## src/rtl/uart_rx_fifo.sv

```systemverilog
// UART receiver sampling each bit at its midpoint, feeding a first-word-fall-through
// queue whose entries carry per-frame stop-bit and parity error flags.
module uart_rx_fifo #(
    parameter int CLK_DIV    = 106,
    parameter int DATA_BITS  = 8,
    parameter int PARITY     = 0,
    parameter int STOP_BITS  = 1,
    parameter int FIFO_DEPTH = 16
) (
    input  logic                            clk,
    input  logic                            resetn,
    input  logic                            rx,
    output logic [DATA_BITS-1:0]            rd_data,
    output logic                            rd_frame_err,
    output logic                            rd_parity_err,
    output logic                            rd_valid,
    input  logic                            rd_ready,
    output logic [$clog2(FIFO_DEPTH+1)-1:0] fifo_count,
    output logic                            overrun,
    input  logic                            clr_overrun,
    output logic                            busy
);
    localparam int TW = $clog2(CLK_DIV);
    localparam int BW = $clog2(DATA_BITS + 1);
    localparam int CW = $clog2(FIFO_DEPTH + 1);
    localparam int PW = $clog2(FIFO_DEPTH);
    localparam int EW = DATA_BITS + 2;
    localparam logic [TW-1:0] HALF_M1   = TW'(CLK_DIV / 2 - 1);
    localparam logic [TW-1:0] FULL_M1   = TW'(CLK_DIV - 1);
    localparam logic [BW-1:0] DATA_LAST = BW'(DATA_BITS - 1);
    localparam logic [BW-1:0] STOP_LAST = BW'(STOP_BITS - 1);
    localparam logic [CW-1:0] DEPTH_C   = CW'(FIFO_DEPTH);

    typedef enum logic [2:0] {S_IDLE, S_START, S_DATA, S_PAR, S_STOP, S_WAIT_HIGH} state_t;

    state_t                 state_q, state_d;
    logic                   rx_meta_q, rx_s_q, rx_prev_q;
    logic [TW-1:0]          timer_q, timer_d;
    logic [BW-1:0]          bit_cnt_q, bit_cnt_d;
    logic [DATA_BITS-1:0]   shift_q, shift_d;
    logic                   perr_q, perr_d;
    logic                   ferr_q, ferr_d;
    logic                   wr_en_q, wr_en_d;
    logic [EW-1:0]          wr_entry_q, wr_entry_d;
    logic [EW-1:0]          mem_q [FIFO_DEPTH];
    logic [PW-1:0]          wr_ptr_q, wr_ptr_d, rd_ptr_q, rd_ptr_d;
    logic [CW-1:0]          count_q, count_d;
    logic                   overrun_q, overrun_d;
    logic                   tick, last_data, last_stop, stop_err;
    logic                   pop, wr_accept;
    logic [EW-1:0]          head;

    assign tick      = (timer_q == '0);
    assign last_data = (bit_cnt_q == DATA_LAST);
    assign last_stop = (bit_cnt_q == STOP_LAST);
    assign stop_err  = ferr_q | ~rx_s_q;

    always_ff @(posedge clk or negedge resetn) begin
        if (!resetn) begin
            rx_meta_q <= 1'b1;
            rx_s_q    <= 1'b1;
            rx_prev_q <= 1'b1;
        end else begin
            rx_meta_q <= rx;
            rx_s_q    <= rx_meta_q;
            rx_prev_q <= rx_s_q;
        end
    end

    always_ff @(posedge clk or negedge resetn) begin
        if (!resetn) state_q <= S_IDLE;
        else         state_q <= state_d;
    end

    always_comb begin
        state_d = state_q;
        case (state_q)
            S_IDLE:      if (rx_prev_q && !rx_s_q) state_d = S_START;
            S_START:     if (tick) state_d = rx_s_q ? S_IDLE : S_DATA;
            S_DATA:      if (tick && last_data) state_d = (PARITY != 0) ? S_PAR : S_STOP;
            S_PAR:       if (tick) state_d = S_STOP;
            S_STOP:      if (tick && last_stop) state_d = stop_err ? S_WAIT_HIGH : S_IDLE;
            S_WAIT_HIGH: if (rx_s_q) state_d = S_IDLE;
            default:     state_d = S_IDLE;
        endcase
    end

    always_comb begin
        busy = (state_q != S_IDLE);
    end

    // Idle keeps the timer preloaded with the half-bit count so START lands mid start bit.
    always_comb begin
        timer_d    = timer_q;
        bit_cnt_d  = bit_cnt_q;
        shift_d    = shift_q;
        perr_d     = perr_q;
        ferr_d     = ferr_q;
        wr_en_d    = 1'b0;
        wr_entry_d = wr_entry_q;
        if (state_q == S_IDLE || state_q == S_WAIT_HIGH) begin
            timer_d   = HALF_M1;
            bit_cnt_d = '0;
            perr_d    = 1'b0;
            ferr_d    = 1'b0;
        end else if (!tick) begin
            timer_d = timer_q - 1'b1;
        end else begin
            timer_d = FULL_M1;
            case (state_q)
                S_DATA: begin
                    shift_d   = {rx_s_q, shift_q[DATA_BITS-1:1]};
                    bit_cnt_d = last_data ? '0 : bit_cnt_q + 1'b1;
                end
                S_PAR: perr_d = (PARITY == 1) ? ~(^shift_q ^ rx_s_q) : (^shift_q ^ rx_s_q);
                S_STOP: begin
                    ferr_d    = stop_err;
                    bit_cnt_d = bit_cnt_q + 1'b1;
                    if (last_stop) begin
                        wr_en_d    = 1'b1;
                        wr_entry_d = {stop_err, perr_q, shift_q};
                    end
                end
                default: ;
            endcase
        end
    end

    always_ff @(posedge clk or negedge resetn) begin
        if (!resetn) begin
            timer_q    <= '0;
            bit_cnt_q  <= '0;
            shift_q    <= '0;
            perr_q     <= 1'b0;
            ferr_q     <= 1'b0;
            wr_en_q    <= 1'b0;
            wr_entry_q <= '0;
        end else begin
            timer_q    <= timer_d;
            bit_cnt_q  <= bit_cnt_d;
            shift_q    <= shift_d;
            perr_q     <= perr_d;
            ferr_q     <= ferr_d;
            wr_en_q    <= wr_en_d;
            wr_entry_q <= wr_entry_d;
        end
    end

    // A full queue still accepts a frame when the head leaves in the same cycle.
    always_comb begin
        pop       = rd_valid & rd_ready;
        wr_accept = wr_en_q & ((count_q < DEPTH_C) | pop);
        wr_ptr_d  = wr_accept ? wr_ptr_q + 1'b1 : wr_ptr_q;
        rd_ptr_d  = pop ? rd_ptr_q + 1'b1 : rd_ptr_q;
        case ({wr_accept, pop})
            2'b10:   count_d = count_q + 1'b1;
            2'b01:   count_d = count_q - 1'b1;
            default: count_d = count_q;
        endcase
        overrun_d = (wr_en_q & ~wr_accept) ? 1'b1 : (clr_overrun ? 1'b0 : overrun_q);
    end

    always_ff @(posedge clk or negedge resetn) begin
        if (!resetn) begin
            wr_ptr_q  <= '0;
            rd_ptr_q  <= '0;
            count_q   <= '0;
            overrun_q <= 1'b0;
        end else begin
            wr_ptr_q  <= wr_ptr_d;
            rd_ptr_q  <= rd_ptr_d;
            count_q   <= count_d;
            overrun_q <= overrun_d;
        end
    end

    always_ff @(posedge clk) begin
        if (wr_accept) mem_q[wr_ptr_q] <= wr_entry_q;
    end

    always_comb begin
        head          = mem_q[rd_ptr_q];
        rd_valid      = (count_q != '0);
        rd_data       = rd_valid ? head[DATA_BITS-1:0] : '0;
        rd_parity_err = rd_valid & head[EW-2];
        rd_frame_err  = rd_valid & head[EW-1];
        fifo_count    = count_q;
        overrun       = overrun_q;
    end
endmodule

```

## config.mk

```make
export PLATFORM = sky130hd
export DESIGN_NAME = uart_rx_fifo
export DESIGN_NICKNAME = d
export VERILOG_FILES = /design/src/rtl/uart_rx_fifo.sv
export SDC_FILE = /design/constraint.sdc
export NUM_CORES = 1
export LEC_CHECK = 0
export CAP_MARGIN = 25
export CORE_MARGIN = 5
export CORE_UTILIZATION = 35
export CTS_CLUSTER_DIAMETER = 80
export DETAILED_ROUTE_END_ITERATION = 12
export HOLD_SLACK_MARGIN = 0.06
export PLACE_DENSITY = 0.62
export SLEW_MARGIN = 30
export SYNTH_ARGS = -nofsm -noshare
export SYNTH_HDL_FRONTEND = slang
export SYNTH_SLANG_ARGS = --single-unit
export TNS_END_PERCENT = 10
```

## constraint.sdc

```tcl
create_clock -name clk -period 3.1 [get_ports clk]
set_input_delay 0.465 -clock clk [delete_from_list [all_inputs] [get_ports clk]]
set_output_delay 0.465 -clock clk [all_outputs]
set_load 0.02 [all_outputs]
```

Word level (Yosys, flattened, before mapping)
Memory sizes are Yosys's and may differ from the RTL's.
Index checks and enable logic that the tools add are counted.
{ "classes": {"eq_ne": 14, "order_cmp": 1, "add_sub_neg": 6, "reduce_logical": 23, "muxes": 31, "bitwise_logic": 11} }
{ "ops": {"columns": ["operator", "count"], "rows": [
  ["two-way mux 3 bit", 7],
  ["one-hot mux 3 bit (6 select lines)", 1],
  ["two-way mux 1 bit", 14],
  ["two-way mux 7 bit", 2],
  ["adder 4 x 1 -> 4 bit (second input constant)", 3],
  ["two-way mux 4 bit", 3],
  ["inequality test 2 bit (second input constant)", 6],
  ["one-hot mux 5 bit (2 select lines)", 1],
  ["nonzero test 2 bit", 5],
  ["two-way mux 8 bit", 1],
  ["one-hot mux 4 bit (2 select lines)", 1],
  ["XOR reduction 8 bit", 1],
  ["logical NOT 7 bit", 1],
  ["subtractor 7 x 1 -> 7 bit (second input constant)", 1],
  ["equality test 3 x 2 -> 1 bit (second input constant)", 2],
  ["equality test 3 bit (second input constant)", 2],
  ["AND reduction 2 bit", 3],
  ["AND reduction 6 bit", 1],
  ["nonzero test 3 bit", 2],
  ["adder 5 x 1 -> 5 bit (second input constant)", 1],
  ["bitwise AND 1 bit", 5],
  ["less-than comparator 5 bit (second input constant)", 1],
  ["nonzero test 5 bit", 1],
  ["subtractor 5 x 1 -> 5 bit (second input constant)", 1],
  ["15 further kinds", 20]
]} }
{ "totals": {"input_bits": 5, "ff_bits": 52, "mem_bits_rw": 160, "n_memories": 1, "out_inout_bits": 18} }
{ "memory_table": {"columns": ["memory", "words", "word_bits", "rd", "rd_clocked_by_memory_dff", "write_ports", "line", "source"], "rows": [
  ["mem_q", 16, 10, 1, 0, 1, "45", "logic [EW-1:0] mem_q [FIFO_DEPTH];"]
]} }

Depth between registers and ports, before layout
{ "depth": {"word_depth": 7, "ltp_mapped": 13} }

Worst setup path after synthesis
Ideal clock, no wire load.
{ "synth_path": {"path_type": "reg2reg", "startpoint": "reg count_q[2] (netlist: fifo_count[2])", "endpoint": "reg count_q[4] (netlist: fifo_count[4])", "slack_ps": 283, "path_stages_with_launch": 14, "t_arrival_ps": 2684, "period_less_slack_ps": 2817, "n_path_buf": 2, "cell_sequence": "dfrtp_1 or2_2 nor4_1 nor2b_1 clkbuf_1 ha_1 clkbuf_1 xor2_1 ha_1 o211ai_1 a21oi_1 a31oi_1 nor2_1 xor2_1"} }
{ "synth_via": {"elab_chain_cells": 6} }
{ "synth_lines": {"columns": ["item", "line", "source"], "rows": [
  ["start: declaration", "47", "logic [CW-1:0] count_q, count_d;"],
  ["start signal: assignment", "172", "count_q <= count_d;"],
  ["nonzero test 5 bit *", "183", "rd_valid = (count_q != '0);"],
  ["bitwise AND 1 bit *", "151", "pop = rd_valid & rd_ready;"],
  ["named net pop", "50", "logic pop, wr_accept;"],
  ["bitwise OR 1 bit", "152", "wr_accept = wr_en_q & ((count_q < DEPTH_C) | pop);"],
  ["bitwise AND 1 bit", "152", null],
  ["equality test 2 x 1 -> 1 bit / equality test 2 bit (equally long branches)", "155", "case ({wr_accept, pop})"],
  ["one-hot mux 5 bit (2 select lines) / nonzero test 2 bit (equally long branches)", null, null]
]} }
The timed path passes the listed nets; every way through them passes the cells marked *.
A chain may end at the register's enable or synchronous reset.

Worst setup path after layout
{ "layout_path": {"startpoint": "reg rd_ptr_q[0]", "endpoint": "out rd_parity_err"} }
{ "layout_via": {"elab_chain_cells": 2} }
{ "layout_lines": {"columns": ["item", "line", "source"], "rows": [
  ["start: declaration", "46", "logic [PW-1:0] wr_ptr_q, wr_ptr_d, rd_ptr_q, rd_ptr_d;"],
  ["start signal: assignment", "171", "rd_ptr_q <= rd_ptr_d;"],
  ["memory read (16 x 10 bit)", null, null],
  ["bitwise AND 1 bit", "185", "rd_parity_err = rd_valid & head[EW-2];"],
  ["end: declaration", "15", "output logic rd_parity_err,"]
]} }
No other way between the ends.

==> flow_metrics.py <==
metrics = {
    "worst_hold_path": {
        "hold_depth": 0,
        "hp-class": "flop to flop",
    },
    "worst_setup_path": {
        "critPathLaunchType": "flop",
        "cpMostUsedCell": "mux4_2",
        "worstPathCellList": "buf_6, bufbuf_16, mux4_2, mux4_2, nor2b_1, buf_2",
        "critPathMaxStageDelay_ns": 0.49,
        "timing.reg2reg.setup_slack_ns": 0.52,
        "r2r_end": "fifo_count[4]$_DFFE_PN0P_",
        "crit_end": "rd_parity_err",
        "reg2reg_depth": 11,
        "crit_fanout": 6,
        "end_kind": "output pin",
        "reg2reg_from": "fifo_count[2]$_DFFE_PN0P_",
        "critPathLaunch": "rd_ptr_q[0]$_DFFE_PN0P_",
        "cp.required_ns": 2.63,
        "critPathSlowestCell": "mux4_2",
        "criticalPathCategory": "flop to output pin",
        "crit_arrival_ns": 2.55,
    },
    "yosys": {
        "async_reset_ff_share_pct": 24.53,
        "yosysSeqAreaShare_pct": 69.86,
        "ys_warn_count": 0,
        "synthFlopType": "edfxtp_1",
        "synth_top_area_cell": "edfxtp_1",
        "synth.area.top_cells": "edfxtp_1 55%, dfrtp_1 14%, mux4_2 13%",
        "avgSynthCellArea_sq_um": 17.18,
        "synth_most_common_cell": "edfxtp_1",
        "ys_seq_elements": 212,
        "yosys.cell_types.count": 45,
        "yosys-top-cells-count": "160 x edfxtp_1, 50 x mux4_2, 49 x dfrtp_1",
        "synth_edf_count": 160,
        "synth_area_sq_um": 8746,
        "synthesis.nets": 526,
        "yosys.area.top_type_share_pct": 54.94,
        "syn_inst": 509,
    },
    "floorplan": {
        "rows": 57,
        "fp.dieW_microns": 168.1,
        "ios": 23,
        "initial_core_util_pct": 35.75,
        "die_h_microns": 168.1,
        "coreArea_sq_um": 24460,
        "die_area_sq_um": 28250,
    },
    "drt": {
        "drcViolationCount": 0,
        "viasPerCell": 5.021,
        "ant_nets": 0,
        "routed-via-count": 4564,
        "drtPass1Iterations": 4,
        "wire_per_inst_microns": 19.94,
        "drtIter0Drc": 380,
        "routed_wl_microns": 18130,
    },
    "global_routing": {
        "grt_pass1_vias": 4913,
        "grt_max_degree": 44,
        "grt_overflow": 0,
        "antenna_found_initial": 0,
        "grt_pass1_wl_microns": 28710,
        "grt_usage_pct": 13.09,
    },
    "power": {
        "max-vdd-ir-drop_mv": 0.3818,
        "power.leakage_nw": 3.932,
        "power_density_nw_per_um2": 741.0,
    },
    "placement": {
        "postPlaceCellArea_sq_um": 9550,
        "gp_congestion": 0.7836,
        "dp_hpwl_microns": 10930,
        "numPortBuffers": 22,
    },
    "cells_and_area": {
        "nets": 587,
        "antenna_cells": 0,
        "nFillCells": 2151,
        "drive_gt1_share_pct": 26.50,
        "final_area_sq_um": 10350,
        "area_delta_synth_final_pct": 18.34,
        "utilization_pct": 42.31,
    },
    "timing": {
        "slew_headroom_pct": 53.72,
        "drv_slew": 0,
        "clock_skew_ns": 0.01352,
        "fin_crit_sh_pct": 97.19,
        "fmax_mhz": 331.9,
        "fin_crit_ns": 3.013,
        "final-hold-violation-count": 0,
        "rsz0062_at_grt": "no",
        "setup_viol_count_final": 0,
        "tightestPinTransition_ns": 0.6888,
    },
    "clock_tree": {
        "worstSkewPairLatency_ns": 0.51,
        "cts_buffers": 24,
        "clkSinkCount": 212,
        "htreeDepth": 1,
        "cts_root_buffer": "clkbuf_16",
        "cts_buffer_depth": 3,
        "cts.clk_slew.worst_paths_ns": 0.06,
        "cts_tree": "done",
    },
    "run_status": {
        "outcome": "complete, no violations",
    },
    "run": {
        "maxCapViolCount": 0,
    },
}
stage by stage:
stage               power [W]  setup TNS (ns)  hold WS (ns)  instances  worst slack (ns)
floorplan            0.004341               0        0.1694        509            0.2833
global placement     0.004987               0        0.3491        861            0.2256
detailed placement   0.005026               0        0.3476        861            0.1596
CTS                  0.007799        -0.03679        0.3643        909          -0.03679
global route         0.008069               0        0.3631        909         0.0009721
finish               0.007670               0        0.3629        909           0.08715
sequential cells by signal, summed over array words and instances, names as in the netlist:
| signal | flops |
|---|---|
| rx_s_q | 1 |
| rd_ptr_q | 4 |
| mem_q | 160 |
| wr_entry_q | 10 |
| wr_ptr_q | 4 |
| ferr_q | 1 |
| state_q | 3 |
| shift_q | 8 |
| perr_q | 1 |
| rx_prev_q | 1 |
| overrun | 1 |
| timer_q | 7 |
| wr_en_q | 1 |
| bit_cnt_q | 4 |
| rx_meta_q | 1 |
| fifo_count | 5 |
per-layer routing:
metal	track usage (%)	wire, microns
met4	2.999	230
met5	0	0
met1	17.95	7479
met3	2.837	1438
met2	21.56	8980
logic make-up after synthesis:
family                     count (synthesis)  share of synthesized area [%]
DFF                                      212                          69.86
AOI/OAI and AO/OA                         42                          2.861
xor gates and xnor gates                  24                          2.404
buffers and inverters                     44                          2.217
muxes                                     59                          14.03
and+or+nand+nor                          116                          6.910
adders and majority gates                 12                          1.717
repair_timing:
item / in CTS / in global routing
endpoints found under the hold margin: 20 / 0
setup buffers: 3 / 0
setup endpoints to repair: 10 / 10
cloned: 3 / 0
hold buffers: 1 / 0
resized for setup: 37 / 6
worst min-delay path by stage:
| stage | from | endpoint |
|---|---|---|
| 2_1_floorplan | resetn | bit_cnt_q[0]$_DFFE_PN0P_ |
| 3_3_place_gp | rx_meta_q$_DFF_PN1_ | rx_s_q$_DFF_PN1_ |
| 3_5_place_dp | rx_meta_q$_DFF_PN1_ | rx_s_q$_DFF_PN1_ |
| 4_1_cts | rx_meta_q$_DFF_PN1_ | rx_s_q$_DFF_PN1_ |
| 5_1_grt | rx | rx_meta_q$_DFF_PN1_ |
| 6_report | rx_meta_q$_DFF_PN1_ | rx_s_q$_DFF_PN1_ |
worst max-delay path, delay by kind of cell, from the launching register on:
kind                   cells  cell delay (ns)
muxes                      2             0.97
buffers and inverters      3             0.55
DFF                        1             0.38
and+or+nand+nor            1             0.14
report_power, final:
| part | internal [W] | total (W) | switching, W |
|---|---|---|---|
| Sequential | 0.00316 | 0.00333 | 0.000167 |
| Combinational | 0.000906 | 0.00178 | 0.000872 |
| Clock | 0.00150 | 0.00257 | 0.00107 |
placed cells by master, fill, tap and decap left out, types with 14 or more instances in the layout:
cell / Yosys / layout
edfxtp_1: 160 / 160
mux4_2: 50 / 50
dfrtp_1: 49 / 48
nand2_1: 46 / 46
buf_4: 0 / 30
clkbuf_16: 0 / 24
inv_1: 18 / 18
o21ai_0: 18 / 18
xnor2_1: 15 / 15
nor2b_1: 14 / 14
cell type report:
class / instances / area (sq um) / area share [%]
clock inverters: 9 / 61.31 / 0.5924
multi-input cells: 253 / 2474 / 23.90
repair buffers: 61 / 570.5 / 5.513
flip-flops and latches: 212 / 6111 / 59.04
well taps: 324 / 405.4 / 3.917
inverters: 18 / 67.56 / 0.6528
clock buffers: 32 / 660.6 / 6.383
No activity file was read; power rests on OpenSTA's default activity.
